<file path="src/rtl/uart_tx_fifo_reader.sv">
// uart_tx_fifo_reader
// Drains the TX FIFO onto the serial line: pops one word when the FIFO is
// non-empty, the line is idle and tx_en is set, then sends start bit,
// data_width data bits (LSB first) and the stop period, all timed by the
// shared 16x oversampling tick.
//
// Ports
//   clk, reset          system clock, synchronous active-high reset
//   s_tick              one-clk baud oversample tick
//   tx_en               gate for starting new frames (in-flight frame completes)
//   fifo_empty          TX FIFO empty flag
//   fifo_rd_data        TX FIFO head word, valid while fifo_empty=0
//   fifo_rd             pop strobe, high for the single IDLE cycle that loads b
//   tx                  registered serial line, idle high
//   tx_busy             high from the pop cycle until the stop period ends
//   tx_done_tick        one-clk pulse when the stop period completes
module uart_tx_fifo_reader #(
  parameter int data_width = 8,
  parameter int sb_ticks   = 16,
  parameter int os_ticks   = 16
) (
  input  logic                  clk,
  input  logic                  reset,
  input  logic                  s_tick,
  input  logic                  tx_en,
  input  logic                  fifo_empty,
  input  logic [data_width-1:0] fifo_rd_data,
  output logic                  fifo_rd,
  output logic                  tx,
  output logic                  tx_busy,
  output logic                  tx_done_tick
);

  localparam int S_MAX = (os_ticks > sb_ticks) ? os_ticks : sb_ticks;
  localparam int S_W   = (S_MAX > 1) ? $clog2(S_MAX) : 1;
  localparam int N_W   = (data_width > 1) ? $clog2(data_width) : 1;

  localparam logic [S_W-1:0] OS_LAST = S_W'(os_ticks - 1);
  localparam logic [S_W-1:0] SB_LAST = S_W'(sb_ticks - 1);
  localparam logic [N_W-1:0] N_LAST  = N_W'(data_width - 1);

  localparam logic [1:0] IDLE  = 2'd0;
  localparam logic [1:0] START = 2'd1;
  localparam logic [1:0] DATA  = 2'd2;
  localparam logic [1:0] STOP  = 2'd3;

  logic [1:0]            state;
  logic [S_W-1:0]        s;
  logic [N_W-1:0]        n;
  logic [data_width-1:0] b;
  logic                  tx_q;
  logic                  done_q;

  // The pop is combinational so the FIFO head is captured into b on the same
  // edge the FIFO advances. Gated by reset so nothing is lost in a reset cycle.
  assign fifo_rd      = !reset && (state == IDLE) && tx_en && !fifo_empty;
  assign tx_busy      = (state != IDLE) || fifo_rd;
  assign tx           = tx_q;
  assign tx_done_tick = done_q;

  always_ff @(posedge clk) begin
    if (reset) begin
      state  <= IDLE;
      s      <= '0;
      n      <= '0;
      b      <= '0;
      tx_q   <= 1'b1;
      done_q <= 1'b0;
    end else begin
      done_q <= 1'b0;

      // Line follows the current state one clock later.
      case (state)
        START:   tx_q <= 1'b0;
        DATA:    tx_q <= b[0];
        default: tx_q <= 1'b1;
      endcase

      case (state)
        IDLE: begin
          if (fifo_rd) begin
            b     <= fifo_rd_data;
            s     <= '0;
            state <= START;
          end
        end
        START: begin
          if (s_tick) begin
            if (s == OS_LAST) begin
              s     <= '0;
              n     <= '0;
              state <= DATA;
            end else begin
              s <= s + S_W'(1);
            end
          end
        end
        DATA: begin
          if (s_tick) begin
            if (s == OS_LAST) begin
              s <= '0;
              b <= b >> 1;
              if (n == N_LAST) state <= STOP;
              else             n     <= n + N_W'(1);
            end else begin
              s <= s + S_W'(1);
            end
          end
        end
        default: begin
          if (s_tick) begin
            if (s == SB_LAST) begin
              s      <= '0;
              done_q <= 1'b1;
              state  <= IDLE;
            end else begin
              s <= s + S_W'(1);
            end
          end
        end
      endcase
    end
  end

endmodule
</file>
<file path="config.mk">
export PLATFORM = sky130hd
export DESIGN_NAME = uart_tx_fifo_reader
export DESIGN_NICKNAME = d
export VERILOG_FILES = /design/src/rtl/uart_tx_fifo_reader.sv
export SDC_FILE = /design/constraint.sdc
export NUM_CORES = 1
export LEC_CHECK = 0
export CAP_MARGIN = 30
export CORE_ASPECT_RATIO = 0.8
export CORE_MARGIN = 2
export CORE_UTILIZATION = 55
export CTS_CLUSTER_DIAMETER = 120
export DETAILED_ROUTE_END_ITERATION = 10
export GPL_TIMING_DRIVEN = 0
export HOLD_SLACK_MARGIN = 0.05
export PLACE_DENSITY = 0.94
export RECOVER_POWER = 100
export REMOVE_ABC_BUFFERS = 1
export SYNTH_ARGS = -nofsm -noshare
export SYNTH_HDL_FRONTEND = slang
export SYNTH_SLANG_ARGS = --single-unit
</file>
<file path="constraint.sdc">
create_clock -name clk -period 4.5 [get_ports clk]
set_clock_uncertainty 0.2 [all_clocks]
set_input_delay 0.675 -clock clk [delete_from_list [all_inputs] [get_ports clk]]
set_output_delay 0.675 -clock clk [all_outputs]
set_load 0.02 [all_outputs]
</file>
==> metrics <==
Synth Instances=104; DIE HEIGHT=42.9 um; setup TNS=0 ns; Clock power frac=15.2%; Max Cap Violations=0; buffer levels on the longest clock path=2; post_cts resized=0; PortBufs=16; Final setup viols=0; fin area=1180 sq um; max-slew violations=0; Final Hold Fails=0; async set or reset register ratio after synthesis=0%; die area=2260 sq um; slew margin rel.=46.5%; Avg Synthesized Cell Area=10.0 sq um; Die Width=52.7 um; Psw=0.225 mW; initial antenna violation count=0; IO Pins=17; Final Util=64.2%; critical path, cell by cell=dlygate4sd3_1 > o31ai_4 > dlygate4sd3_1; Crit Path Category=input port to primary output; R2R Path End=n[1]; TritonCTS Buffers=3; GPL Wtd Cong=0.870; CP peak stage delay=0.83 ns; WP buf/inv=2; postcts setup bufs=0; RSZ-0062 raised after global routing=false; layout cell share with drive strength beyond 1=7.63%; Max rail drop VDD=0.333 mV; depth of the CTS H-tree=1; Crit path top cell by count=dlygate4sd3_1; first-pass GRT wire length=3260 um; P&R area growth vs syn=13.3%; Hold Crit Class=flip-flop to flip-flop; TritonCTS clock tree=built; Vias=851; multi-input logic area=568 sq um; YS warnings=0; drt drc=0; Worst Slack Setup Final=0.593 ns; sequential-to-total area share from yosys stat=36.5%; Synth Flop Type=dfxtp_1; internal power=0.354 mW; Setup crit end kind=primary output; worst setup path end=tx_busy; # nets final=138; hold_buf cts=0; Pre-Repair DR Iteration Count=4; commonest non-fill, non-tap cell in the layout=dfxtp_1; Slew @ Worst Pin=0.799 ns; Power Density=491 nW/um^2; RR Startpoint=state[0]; Seq. cell area=380 sq um; GRT overflow=0; Critical Path Stages=3; EDFF count, synth=0; clk_lat worst skew=0.30 ns; DPL Wire Length=1390 um; status=completed; ant diodes=0; #FFs+latches synth=19; required time worst endpoint=3.62 ns; starting DRC count in detailed routing=18; sequential share of power=39.9%; DR WL/cell=13.5 um; Worst EP arrival=3.03 ns; GRT Overall Usage=18.9%; fill cell count=151; post-synth cell types=34; clk slew on worst S/H paths=0.11 ns; DP Area=1150 sq um; largest net degree at the start of global routing=24; CP startpoint=reset; Cell Rows=14; vias in the first global route=781; WL final=1910 um; Worst Setup Start Kind=input port; Top delay family on crit path=buffers and inverters; clk root buf=clkbuf_4; final period utilization=86.8%; Reg2Reg Setup Slack=2.35 ns; Post-Syn Area=1040 sq um; core area=1840 sq um; fmax=256 MHz; DRT antenna net count=0; drt via density=5.99; Sw Share=38.9%; Leakage=0.429 nW; R2R cell count=6; most frequent cells in the layout=dfxtp_1 (19), a21oi_1 (11), clkdlybuf4s50_1 (11); CTS Sinks=19; slowest CP cell=dlygate4sd3_1; Tmin final=3.91 ns; DP Worst Slack=0.630 ns; Comb power frac=44.9%; Critical Path Fanout Max=23; Initial Util=56.7%
## cell usage after synthesis, drive strengths merged, types with 2 or more instances
library cell	count	area, sq um
a21oi	11	55.1
a311oi	7	61.3
a31oi	2	12.5
buf	3	37.5
clkbuf	3	41.3
dfxtp	19	380
ha	6	75.1
inv	4	15.0
mux2i	9	90.1
nand2	3	11.3
nand2b	4	25.0
nand4	2	12.5
nor2	7	26.3
nor2b	4	25.0
nor3	2	10.0
## tightest hold or removal path: stages, from the launching register on
cell,delay [ns]
dfxtp_1,0.33
nand2_1,0.06
a21oi_1,0.06
## flip-flops by register name, indices dropped and copies added (netlist names)
| signal | count |
|---|---|
| b | 8 |
| tx_done_tick | 1 |
| state | 2 |
| n | 3 |
| s | 4 |
| tx | 1 |
## metal layers
metal | vias to the layer above | wire [um] | global-route usage [%]
met3 | 3 | 65 | 3.17
met1 | 405 | 877 | 25.1
li1 | 421 | - | -
met4 | 0 | 14 | 6.15
met5 | - | 0 | 0
met2 | 22 | 956 | 31.0
## per-stage QoR
| step | hold slack [ns] | power, mW | cells |
|---|---|---|---|
| after floorplan | 0.230 | 0.425 | 98 |
| after global placement | 0.245 | 0.482 | 138 |
| after detailed placement | 0.270 | 0.496 | 138 |
| after CTS | 0.285 | 0.579 | 142 |
| after global routing | 0.312 | 0.621 | 142 |
| final | 0.281 | 0.580 | 142 |
## cell families (layout without fill, tap and decap cells)
logic type      Yosys count  in the layout  synth area share, %
fa+ha+maj                 6              6                 7.20
mux                      10             10                 10.1
simple gates             28             28                 15.4
compound gates           31             31                 21.8
flops                    19             19                 36.5
buf+inv                  10             24                 9.00
## power groups by stage
stage	logic [mW]	clock network [mW]	registers (mW)
floorplan	0.191	0	0.234
global placement	0.248	0	0.234
detailed placement	0.260	0	0.236
CTS	0.261	0.0866	0.232
global route	0.289	0.0953	0.237
finish	0.260	0.0883	0.231
## final cells by class
| cell class | count | share of cell area, % |
|---|---|---|
| Multi-Input combinational cell | 75 | 48.1 |
| Clock buffer | 3 | 1.91 |
| Timing Repair Buffer | 16 | 13.6 |
| Clock inverter | 1 | 0.424 |
| Inverter | 4 | 1.27 |
| Sequential cell | 19 | 32.2 |
| Tap cell | 24 | 2.54 |
## worst min-delay path by stage
stage | startpoint | to | slack [ns] | cells after the start
2_1_floorplan | n[2] | n[2] | 0.23 | 2
3_3_place_gp | n[2] | n[2] | 0.25 | 2
3_5_place_dp | n[2] | n[2] | 0.27 | 2
4_1_cts | n[2] | n[2] | 0.29 | 2
5_1_grt | n[2] | n[2] | 0.31 | 2
6_report | n[2] | n[2] | 0.28 | 2
Note: power is estimated with default switching activity, not from simulation.
